$ cat src/rtl/typhoon_sched_pkg.sv
// -----------------------------------------------------------------------------
// typhoon_sched_pkg
// Shared types for the tile raster scheduler and the pixel shader it drives.
//   sched_state_t    : scheduler FSM states
//   box_t            : triangle bounding box as returned by the triangle store
//                      (x_min, y_min inclusive; x_max, y_max exclusive)
//   TILE_DIM_DEFAULT : nanotile edge, must agree with the shader nanoTileDim
// -----------------------------------------------------------------------------
package typhoon_sched_pkg;

  localparam int unsigned TILE_DIM_DEFAULT = 8;

  typedef enum logic [3:0] {
    ST_IDLE,
    ST_WAIT_BUF,
    ST_CLEAR_ISSUE,
    ST_CLEAR_WAIT,
    ST_FETCH,
    ST_CULL,
    ST_TRI_ISSUE,
    ST_TRI_WAIT,
    ST_ADVANCE,
    ST_PUBLISH
  } sched_state_t;

  typedef struct packed {
    logic [9:0] x_min;
    logic [9:0] y_min;
    logic [9:0] x_max;
    logic [9:0] y_max;
  } box_t;

endpackage

$ cat src/rtl/tile_raster_scheduler_cull.sv
// -----------------------------------------------------------------------------
// tile_cull_test
// Combinational overlap test between a triangle bounding box and the current
// TILE_DIM x TILE_DIM tile. Only compiled when TILE_CULL_EN is defined; the
// default build rasters every triangle on every tile and never needs it.
//   box_i    : bounding box (max edges exclusive)
//   org_x_i  : tile origin x
//   org_y_i  : tile origin y
//   hit_o    : 1 when the box touches at least one pixel of the tile
// -----------------------------------------------------------------------------
`ifdef TILE_CULL_EN
module tile_cull_test
  import typhoon_sched_pkg::*;
#(
  parameter int unsigned TILE_DIM = TILE_DIM_DEFAULT
) (
  input  box_t       box_i,
  input  logic [9:0] org_x_i,
  input  logic [9:0] org_y_i,
  output logic       hit_o
);

  // Tile end computed in 11 bits so the last tile column/row cannot wrap.
  logic [10:0] tile_end_x;
  logic [10:0] tile_end_y;

  assign tile_end_x = {1'b0, org_x_i} + 11'(TILE_DIM);
  assign tile_end_y = {1'b0, org_y_i} + 11'(TILE_DIM);

  assign hit_o = ({1'b0, box_i.x_min} < tile_end_x) &&
                 (box_i.x_max > org_x_i) &&
                 ({1'b0, box_i.y_min} < tile_end_y) &&
                 (box_i.y_max > org_y_i);

endmodule
`endif

$ cat src/rtl/tile_raster_scheduler.sv
// -----------------------------------------------------------------------------
// tile_raster_scheduler
// Walks one pixel_shader across the screen a tile at a time. For each tile it
// claims a ping-pong output buffer, runs a clear pass, then one raster pass per
// stored triangle, and hands the finished tile to the framebuffer writer.
//
// Optional build macro: TILE_CULL_EN -- skip triangles whose bounding box does
// not overlap the current tile (uses tile_cull_test).
//
// Ports
//   BOARD_CLK, reset_n           clock, synchronous active-low reset
//   frame_start, tri_count       start a frame / triangles in store (latched)
//   tri_idx, tri_box             store address / box returned one cycle later
//   tile_offset_x/_y             current tile origin to shader
//   raster_tile_id, clear_z      shader buffer select / clear pass
//   start_rasterizing            shader pass request
//   done_rasterizing             shader status (idle high, low = accepted)
//   tile_ready, ready_buf,       finished tile handoff to writer (level)
//   ready_x/_y
//   tile_ack                     writer consumed ready_* (pulse)
//   buf_release                  writer drained buffer i (one-hot pulse)
//   frame_done                   pulse after the last tile is published
//   busy                         scheduler not idle
//
// state       | meaning
// ------------+-------------------------------------------------------------
// IDLE        | waiting for frame_start
// WAIT_BUF    | waiting for buffer raster_tile_id to be free, then claim it
// CLEAR_ISSUE | clear pass requested, waiting for shader ACK
// CLEAR_WAIT  | clear pass accepted, waiting for completion
// FETCH       | triangle store read latency
// CULL        | decide whether the fetched triangle touches the tile
// TRI_ISSUE   | raster pass requested, waiting for shader ACK
// TRI_WAIT    | raster pass accepted, waiting for completion
// ADVANCE     | next triangle or finish the tile
// PUBLISH     | hand tile to writer, step origin and buffer
// -----------------------------------------------------------------------------
module tile_raster_scheduler
  import typhoon_sched_pkg::*;
#(
  parameter int unsigned SCREEN_W  = 640,
  parameter int unsigned SCREEN_H  = 480,
  parameter int unsigned TILE_DIM  = TILE_DIM_DEFAULT,
  parameter int unsigned TRI_IDX_W = 8
) (
  input  logic                 BOARD_CLK,
  input  logic                 reset_n,
  input  logic                 frame_start,
  input  logic [TRI_IDX_W:0]   tri_count,
  output logic [TRI_IDX_W-1:0] tri_idx,
  input  box_t                 tri_box,
  output logic [9:0]           tile_offset_x,
  output logic [9:0]           tile_offset_y,
  output logic                 raster_tile_id,
  output logic                 clear_z,
  output logic                 start_rasterizing,
  input  logic                 done_rasterizing,
  output logic                 tile_ready,
  output logic                 ready_buf,
  output logic [9:0]           ready_x,
  output logic [9:0]           ready_y,
  input  logic                 tile_ack,
  input  logic [1:0]           buf_release,
  output logic                 frame_done,
  output logic                 busy
);

  localparam logic [9:0] TILE_STEP = 10'(TILE_DIM);
  localparam logic [9:0] LAST_X    = 10'(SCREEN_W - TILE_DIM);
  localparam logic [9:0] LAST_Y    = 10'(SCREEN_H - TILE_DIM);

  sched_state_t         state_q,      state_d;
  logic [TRI_IDX_W:0]   tri_cnt_q,    tri_cnt_d;
  logic [TRI_IDX_W-1:0] tri_idx_q,    tri_idx_d;
  logic [9:0]           org_x_q,      org_x_d;
  logic [9:0]           org_y_q,      org_y_d;
  logic                 rtid_q,       rtid_d;
  logic [1:0]           buf_busy_q,   buf_busy_d;
  logic                 tile_ready_q, tile_ready_d;
  logic                 ready_buf_q,  ready_buf_d;
  logic [9:0]           ready_x_q,    ready_x_d;
  logic [9:0]           ready_y_q,    ready_y_d;
  logic                 frame_done_q, frame_done_d;

  logic                 cull_hit;
  logic [1:0]           buf_free;
  logic [TRI_IDX_W:0]   adv_idx;
  logic                 last_tile;
  logic                 ready_blocked;

`ifdef TILE_CULL_EN
  tile_cull_test #(
    .TILE_DIM (TILE_DIM)
  ) u_cull (
    .box_i   (tri_box),
    .org_x_i (org_x_q),
    .org_y_i (org_y_q),
    .hit_o   (cull_hit)
  );
`else
  logic unused_tri_box;
  assign unused_tri_box = ^tri_box;
  assign cull_hit       = 1'b1;
`endif

  always_ff @(posedge BOARD_CLK) begin
    if (!reset_n) begin
      state_q      <= ST_IDLE;
      tri_cnt_q    <= '0;
      tri_idx_q    <= '0;
      org_x_q      <= '0;
      org_y_q      <= '0;
      rtid_q       <= 1'b0;
      buf_busy_q   <= 2'b00;
      tile_ready_q <= 1'b0;
      ready_buf_q  <= 1'b0;
      ready_x_q    <= '0;
      ready_y_q    <= '0;
      frame_done_q <= 1'b0;
    end else begin
      state_q      <= state_d;
      tri_cnt_q    <= tri_cnt_d;
      tri_idx_q    <= tri_idx_d;
      org_x_q      <= org_x_d;
      org_y_q      <= org_y_d;
      rtid_q       <= rtid_d;
      buf_busy_q   <= buf_busy_d;
      tile_ready_q <= tile_ready_d;
      ready_buf_q  <= ready_buf_d;
      ready_x_q    <= ready_x_d;
      ready_y_q    <= ready_y_d;
      frame_done_q <= frame_done_d;
    end
  end

  always_comb begin
    state_d      = state_q;
    tri_cnt_d    = tri_cnt_q;
    tri_idx_d    = tri_idx_q;
    org_x_d      = org_x_q;
    org_y_d      = org_y_q;
    rtid_d       = rtid_q;
    ready_buf_d  = ready_buf_q;
    ready_x_d    = ready_x_q;
    ready_y_d    = ready_y_q;
    frame_done_d = 1'b0;

    // A release this cycle frees the buffer before any claim is applied, so a
    // same-cycle release+claim leaves the buffer busy for the new tile.
    buf_free     = ~buf_busy_q | buf_release;
    buf_busy_d   = buf_busy_q & ~buf_release;

    // An ack arriving while PUBLISH waits lets the next tile go out at once.
    ready_blocked = tile_ready_q & ~tile_ack;
    tile_ready_d  = ready_blocked;

    adv_idx   = {1'b0, tri_idx_q} + (TRI_IDX_W+1)'(1);
    last_tile = (org_x_q == LAST_X) && (org_y_q == LAST_Y);

    case (state_q)
      ST_IDLE: begin
        if (frame_start) begin
          tri_cnt_d = tri_count;
          state_d   = ST_WAIT_BUF;
        end
      end

      ST_WAIT_BUF: begin
        if (buf_free[rtid_q]) begin
          buf_busy_d[rtid_q] = 1'b1;
          state_d            = ST_CLEAR_ISSUE;
        end
      end

      ST_CLEAR_ISSUE: begin
        if (!done_rasterizing) state_d = ST_CLEAR_WAIT;
      end

      ST_CLEAR_WAIT: begin
        if (done_rasterizing) begin
          if (tri_cnt_q == '0) begin
            state_d = ST_PUBLISH;
          end else begin
            tri_idx_d = '0;
            state_d   = ST_FETCH;
          end
        end
      end

      ST_FETCH: begin
        state_d = ST_CULL;
      end

      ST_CULL: begin
        state_d = cull_hit ? ST_TRI_ISSUE : ST_ADVANCE;
      end

      ST_TRI_ISSUE: begin
        if (!done_rasterizing) state_d = ST_TRI_WAIT;
      end

      ST_TRI_WAIT: begin
        if (done_rasterizing) state_d = ST_ADVANCE;
      end

      ST_ADVANCE: begin
        tri_idx_d = adv_idx[TRI_IDX_W-1:0];
        state_d   = (adv_idx == tri_cnt_q) ? ST_PUBLISH : ST_FETCH;
      end

      ST_PUBLISH: begin
        if (!ready_blocked) begin
          tile_ready_d = 1'b1;
          ready_buf_d  = rtid_q;
          ready_x_d    = org_x_q;
          ready_y_d    = org_y_q;
          rtid_d       = ~rtid_q;
          if (last_tile) begin
            org_x_d      = '0;
            org_y_d      = '0;
            frame_done_d = 1'b1;
            state_d      = ST_IDLE;
          end else begin
            if (org_x_q == LAST_X) begin
              org_x_d = '0;
              org_y_d = org_y_q + TILE_STEP;
            end else begin
              org_x_d = org_x_q + TILE_STEP;
            end
            state_d = ST_WAIT_BUF;
          end
        end
      end

      default: begin
        state_d = ST_IDLE;
      end
    endcase
  end

  // Pass request and clear flag decode straight from the state register so a
  // reset drops them on the very next cycle.
  assign start_rasterizing = (state_q == ST_CLEAR_ISSUE) || (state_q == ST_CLEAR_WAIT) ||
                             (state_q == ST_TRI_ISSUE)   || (state_q == ST_TRI_WAIT);
  assign clear_z           = (state_q == ST_CLEAR_ISSUE) || (state_q == ST_CLEAR_WAIT);
  assign busy              = (state_q != ST_IDLE);

  assign tri_idx        = tri_idx_q;
  assign tile_offset_x  = org_x_q;
  assign tile_offset_y  = org_y_q;
  assign raster_tile_id = rtid_q;
  assign tile_ready     = tile_ready_q;
  assign ready_buf      = ready_buf_q;
  assign ready_x        = ready_x_q;
  assign ready_y        = ready_y_q;
  assign frame_done     = frame_done_q;

endmodule

$ cat config.mk
export PLATFORM = sky130hd
export DESIGN_NAME = tile_raster_scheduler
export DESIGN_NICKNAME = d
export VERILOG_FILES = /design/src/rtl/typhoon_sched_pkg.sv /design/src/rtl/tile_raster_scheduler_cull.sv /design/src/rtl/tile_raster_scheduler.sv
export SDC_FILE = /design/constraint.sdc
export NUM_CORES = 1
export LEC_CHECK = 0
export ABC_AREA = 1
export BUFFER_PORTS_ARGS = -buffer_cell sky130_fd_sc_hd__buf_2
export CAP_MARGIN = 0
export CORE_MARGIN = 4
export CORE_UTILIZATION = 47
export CTS_BUF_LIST = sky130_fd_sc_hd__clkbuf_4
export DETAILED_ROUTE_END_ITERATION = 10
export PLACE_DENSITY = 0.78
export SKIP_CTS_REPAIR_TIMING = 1
export SYNTH_ARGS = -nofsm -noshare
export SYNTH_HDL_FRONTEND = slang
export SYNTH_SLANG_ARGS = --single-unit
export TNS_END_PERCENT = 10
$ cat constraint.sdc
create_clock -name BOARD_CLK -period 1.78 [get_ports BOARD_CLK]
set_clock_uncertainty 0.1 [all_clocks]
set_input_delay 0 -clock BOARD_CLK [delete_from_list [all_inputs] [get_ports BOARD_CLK]]
set_output_delay 0 -clock BOARD_CLK [all_outputs]
set_load 0.01 [all_outputs]
==> flow_metrics.py, run 1 <==
metrics = {
    "status": {
        "status": "finished, final reports clean",
    },
    "global_route": {
        "antenna_found_initial": 0,
        "grt_use_total": 0.185,
        "grt_pass1_wl_um": 11200,
        "grt_remaining_overflow": 0,
        "grt_start_max_net_pins": 23,
        "grt_pass1_vias": 2544,
    },
    "critical_path": {
        "r2r-start": "state_q[2]$_SDFFE_PN0P_",
        "worst-path-max-fanout": 6,
        "cp-end-kind": "register",
        "crit_required_ns": 1.95,
        "critPathKind": "register to register",
        "r2r_end": "tile_offset_y[9]$_SDFFE_PN0P_",
        "crit_arrival_ns": 1.91,
        "r2r_cells": 10,
        "start_kind": "register",
        "r2r_slack_ns": 0.04,
    },
    "clock_tree": {
        "cts.sinks": 55,
        "numCtsBuffers": 5,
        "clock_latency_ns": 0.36,
        "cts_root_buf": "clkbuf_4",
        "cts_tree": "done",
        "clk_pin_slew_ns": 0.16,
        "cts-htree-levels": 2,
        "clockBufferDepth": 2,
    },
    "yosys": {
        "synth_top_area_cell": "dfxtp_1",
        "synthTopCellsByArea": "dfxtp_1 (40%), nand2_1 (10%), a21oi_1 (7.9%), inv_1 (6.2%), nand3_1 (4.9%)",
        "synthFlopType": "dfxtp_1",
        "yosysWarningCount": 0,
        "ys_seq_area_frac": 0.397,
        "synthesis.area_um2": 2770,
        "ys_seq_elements": 55,
        "post_synth.cell_area_avg_um2": 7.04,
        "synth_edf_count": 0,
        "syn_inst": 394,
        "yosysUniqueCellTypes": 39,
        "synthArstFlopShare": 0,
        "synth_top_area_frac": 0.397,
    },
    "timing": {
        "rsz0062_at_grt": "true",
        "timing.final.ws_setup_ns": 0.0383,
        "period_share": 0.978,
        "fmax_mhz": 574,
        "worstMarginPinSlew_ns": 0.504,
        "relSlewSlack": 0.663,
        "finalHoldViolCount": 0,
        "hold_ws_ns": 0.0516,
        "period_needed_ns": 1.74,
        "finalMaxSlewViolations": 0,
        "finalSetupViolCount": 0,
        "fin_tns_setup_ns": 0,
    },
    "die": {
        "initial_core_util": 0.494,
        "dieArea_um2": 7190,
        "io_pins": 111,
        "rows": 27,
        "dieHeight_um": 84.8,
        "core_um2": 5610,
        "die_x_um": 84.8,
    },
    "cells_and_area": {
        "fin_util": 0.616,
        "layout_common_cells": "nand2_1 (77), buf_2 (58), dfxtp_1 (49), inv_1 (45), a21oi_1 (44)",
        "multi_input_area_um2": 1390,
        "nNetsFinal": 540,
        "regArea_um2": 1110,
        "area_delta_synth_final_pct": 24.5,
        "n_antenna_cell": 0,
        "final_common_cell": "nand2_1",
        "fillers": 507,
        "drive_gt1_frac": 0.253,
    },
    "route": {
        "drt-vias-per-instance": 5.02,
        "first_pass_iters": 4,
        "wirelength_um": 6690,
        "routed-via-count": 2782,
        "wl_per_cell_um": 12.1,
        "drtAntennaViolNets": 0,
        "dr.first_iter.drc_count": 150,
        "route.detailed.drc": 0,
    },
    "power": {
        "p_leak_nw": 1.55,
        "cellPowerDensity_nw_per_um2": 842,
        "ir_drop_mv": 0.409,
        "power_mw": 2.91,
    },
    "placement": {
        "dp_slack_ns": 0.0124,
        "gp_congestion": 0.873,
        "io_buffers": 58,
        "dp.final_hpwl_um": 5000,
    },
    "worst_hold_path": {
        "hold_start": "done_rasterizing",
        "holdCritPathClass": "input port to register",
        "whs_path_depth": 6,
        "min_to": "tri_idx[2]$_SDFFE_PN0P_",
    },
    "flow_run": {
        "cap_violations": 0,
    },
}
synth_stat cells (all sizes together) (2+ instances only):
| master | count |
|---|---|
| nor2 | 40 |
| xor2 | 2 |
| clkbuf | 6 |
| o21ai | 22 |
| a211oi | 2 |
| nand3 | 31 |
| nand2 | 81 |
| nor3 | 14 |
| dfxtp | 55 |
| xnor2 | 2 |
| buf | 18 |
| a21oi | 44 |
| ha | 3 |
| inv | 52 |
| nand4 | 6 |
| nor3b | 2 |
| a22oi | 2 |
| a31oi | 2 |
cell families (layout without fill, tap and decap cells):
group | count (synthesis) | in the layout | share of synthesized area
and+or+nand+nor | 177 | 177 | 0.301
AOI/OAI and AO/OA | 77 | 77 | 0.150
buffers and inverters | 77 | 154 | 0.125
DFF | 55 | 55 | 0.397
xor gates and xnor gates | 4 | 4 | 0.0126
adders and majority gates | 3 | 3 | 0.0135
other | 1 | 12 | 0.00135
report_power, final:
group / internal [mW] / switching, mW / leakage, nW
Clock: 0.290 / 0.387 / 0.0426
Sequential: 1.34 / 0.0970 / 0.448
Combinational: 0.323 / 0.472 / 1.06
state kept, by name, summed over array words and instances (netlist names):
signal,cells
state_q,4
buf_busy_q,2
tri_idx,8
ready_x,7
tri_cnt_q,9
frame_done,1
tile_offset_x,7
ready_buf,1
raster_tile_id,1
ready_y,7
tile_offset_y,7
tile_ready,1
critical path, cell delays in order (launching register included):
cell	delay, ns
dfxtp_1	0.39
inv_1	0.08
nand3_2	0.08
nor2_2	0.12
nand2_2	0.12
nor2_4	0.22
nand3_2	0.13
inv_2	0.07
nand2_1	0.06
nor3b_1	0.22
nor3_1	0.07
worst max-delay path by stage:
stage | startpoint | end | depth (start not counted)
after floorplan | tri_idx[0]$_SDFFE_PN0P_ | state_q[2]$_SDFFE_PN0P_ | 12
after global placement | state_q[0]$_SDFFE_PN0P_ | tile_offset_y[8]$_SDFFE_PN0P_ | 9
after detailed placement | state_q[0]$_SDFFE_PN0P_ | tile_offset_y[9]$_SDFFE_PN0P_ | 9
after CTS | state_q[0]$_SDFFE_PN0P_ | tile_offset_y[9]$_SDFFE_PN0P_ | 9
after global routing | tri_idx[0]$_SDFFE_PN0P_ | state_q[0]$_SDFFE_PN0P_ | 12
final | state_q[2]$_SDFFE_PN0P_ | tile_offset_y[9]$_SDFFE_PN0P_ | 10
per-stage QoR:
stage          cells  instance area (um^2)
6_report         554                  3450
5_1_grt          554                  3450
4_1_cts          540                  3280
3_5_place_dp     532                  3210
3_3_place_gp     532                  3210
2_1_floorplan    405                  2810
routing by layer:
layer	vias up	part of all wire	global-route usage
met2	88	0.48	0.315
met3	6	0.061	0.0432
met5	-	0	0
met4	0	0.0070	0.0432
met1	1255	0.45	0.236
li1	1433	-	-
layout make-up:
type,instances,area share
Multi-Input combinational cell,273,0.402
Sequential cell,55,0.321
Timing Repair Buffer,93,0.170
Inverter,53,0.0580
Tap cell,72,0.0261
Clock inverter,3,0.0112
Clock buffer,5,0.0109
No activity file was read; power rests on OpenSTA's default activity.
==> run 2: changes to the inputs <==
--- a/config.mk
+++ b/config.mk
@@ -9,10 +9,10 @@
 export BUFFER_PORTS_ARGS = -buffer_cell sky130_fd_sc_hd__buf_2
 export CAP_MARGIN = 0
 export CORE_MARGIN = 4
-export CORE_UTILIZATION = 47
+export CORE_UTILIZATION = 50
 export CTS_BUF_LIST = sky130_fd_sc_hd__clkbuf_4
 export DETAILED_ROUTE_END_ITERATION = 10
-export PLACE_DENSITY = 0.78
+export PLACE_DENSITY = 0.82
 export SKIP_CTS_REPAIR_TIMING = 1
 export SYNTH_ARGS = -nofsm -noshare
 export SYNTH_HDL_FRONTEND = slang
==> constraint.sdc (replaced) <==
create_clock -name BOARD_CLK -period 1.78 [get_ports BOARD_CLK]
set_clock_uncertainty 0.1 [all_clocks]
set_input_delay 0 -clock BOARD_CLK [delete_from_list [all_inputs] [get_ports BOARD_CLK]]
set_output_delay 0 -clock BOARD_CLK [all_outputs]
set_load 0.005 [all_outputs]
==> run 2 against run 1 <==
Compared with the run above:
- clock power about the same
- utilization rose by 5.2 points
- routed wire length up 4.6%
- register-to-register slack barely moved
- die area fell by 5.4%
- largest power group unchanged
- power rose by 0.65%
- non-clock buffer count increased by 2
- highest routed layer unchanged
- sequential cell count unchanged
- combinational power up 3.8%
- sequential share of layout area is 0.28 points lower
- global-route usage increased by 3.0 points
==> flow_metrics.py, run 2 (same netlist as run 1, synthesis figures left out) <==
metrics = {
    "placement": {
        "dp_slack_ns": 0.0368,
        "io_buffers": 58,
        "placed_cell_area_um2": 3200,
        "dp.final_hpwl_um": 5140,
        "dp_cells": 529,
        "gp_congestion": 0.888,
    },
    "timing": {
        "finalSetupViolCount": 0,
        "fmax_mhz": 579,
        "finalHoldViolCount": 0,
        "finalMaxSlewViolations": 0,
        "period_share": 0.971,
        "timing.final.ws_setup_ns": 0.0515,
        "rsz0062_at_grt": "true",
        "period_needed_ns": 1.73,
    },
    "cells_and_area": {
        "fin_util": 0.668,
        "area_delta_synth_final_pct": 26.2,
        "top_register": "tri_cnt_q",
        "finalInstanceArea_um2": 3500,
        "final_common_cell": "nand2_1",
        "layout_common_cells": "nand2_1 (76), buf_2 (58), dfxtp_1 (45), inv_1 (44), a21oi_1 (43)",
        "n_antenna_cell": 0,
        "largest_reg_flops": 9,
        "nNetsFinal": 542,
        "fin_cells": 554,
        "drive_gt1_frac": 0.271,
    },
    "clock_tree": {
        "cts_root_buf": "clkbuf_4",
        "clockBufferDepth": 2,
        "cts.sinks": 55,
        "cts_tree": "done",
        "numCtsBuffers": 5,
        "cts-htree-levels": 2,
        "clk_pin_slew_ns": 0.15,
        "clock_latency_ns": 0.37,
    },
    "flow_run": {
        "cap_violations": 0,
    },
    "route": {
        "first_pass_iters": 5,
        "wl_per_cell_um": 12.6,
        "route.detailed.drc": 0,
        "dr.first_iter.drc_count": 242,
        "wirelength_um": 7000,
        "drt-vias-per-instance": 5.19,
        "drtAntennaViolNets": 0,
        "routed-via-count": 2876,
    },
    "die": {
        "die_x_um": 82.5,
        "initial_core_util": 0.529,
        "io_pins": 111,
        "dieArea_um2": 6800,
        "dieHeight_um": 82.5,
        "core_um2": 5240,
        "rows": 26,
    },
    "critical_path": {
        "cp-end-kind": "register",
        "critPathKind": "register to register",
        "crit_arrival_ns": 1.94,
        "worst-path-max-fanout": 4,
        "crit_required_ns": 1.99,
        "start_kind": "register",
    },
    "global_route": {
        "grt_pass1_wl_um": 11500,
        "grt_use_total": 0.215,
        "grt_start_max_net_pins": 23,
        "antenna_found_initial": 0,
        "grt_pass1_vias": 2601,
        "grt_remaining_overflow": 0,
    },
    "power": {
        "power_mw": 2.92,
        "p_leak_nw": 1.57,
        "cellPowerDensity_nw_per_um2": 836,
        "ir_drop_mv": 0.486,
    },
    "status": {
        "status": "finished, final reports clean",
    },
    "worst_hold_path": {
        "holdCritPathClass": "input port to register",
    },
}
==> run 2: power by group <==
part	internal (mW)	switching, mW	leakage [nW]
Sequential	1.34	0.0898	0.450
Clock	0.290	0.385	0.0426
Combinational	0.335	0.489	1.07
==> run 2: worst paths after layout <==
kind                                         startpoint                 endpoint  slack [ns]  cells after the start
worst max-delay path            tri_idx[0]$_SDFFE_PN0P_  state_q[0]$_SDFFE_PN0P_        0.05                     11
worst min-delay path                   done_rasterizing  state_q[2]$_SDFFE_PN0P_        0.09                      6
worst max register to register  tri_idx[0]$_SDFFE_PN0P_  state_q[0]$_SDFFE_PN0P_        0.05                     11
worst min register to register  ready_x[6]$_SDFFE_PN0P_  ready_x[6]$_SDFFE_PN0P_        0.37                      2
==> run 2: metal layers <==
metal	wire, um	vias to the layer above	GRT usage
met2	3500	88	0.383
li1	-	1441	-
met5	0	-	0
met3	346	10	0.0390
met1	3100	1337	0.269
met4	57	0	0.0432
==> run 2: final cells by class <==
| cell class | count | area, um^2 |
|---|---|---|
| fillers | 460 | 1740 |
| multi-input cells | 273 | 1410 |
| flip-flops and latches | 55 | 1110 |
| repair buffers | 95 | 606 |
| inverters | 53 | 201 |
| well taps | 70 | 87.6 |
| clock inverters | 3 | 38.8 |
| clock buffers | 5 | 37.5 |
==> run 2: worst max-delay path: stages (launching register included) <==
cell	delay (ns)
dfxtp_2	0.38
ha_4	0.16
nand2_2	0.08
inv_2	0.10
nand3_1	0.09
nand2_1	0.12
a21oi_1	0.10
nor2_2	0.14
nand4_1	0.15
nand2_1	0.09
nand2_1	0.06
a21oi_2	0.11
==> run 2: stage by stage <==
| stage | hold slack, ns | setup TNS (ns) |
|---|---|---|
| after floorplan | 0.0644 | 0 |
| after global placement | 0.175 | 0 |
| after detailed placement | 0.194 | 0 |
| after CTS | -0.218 | 0 |
| after global routing | 0.0980 | -0.298 |
| final | 0.0913 | 0 |
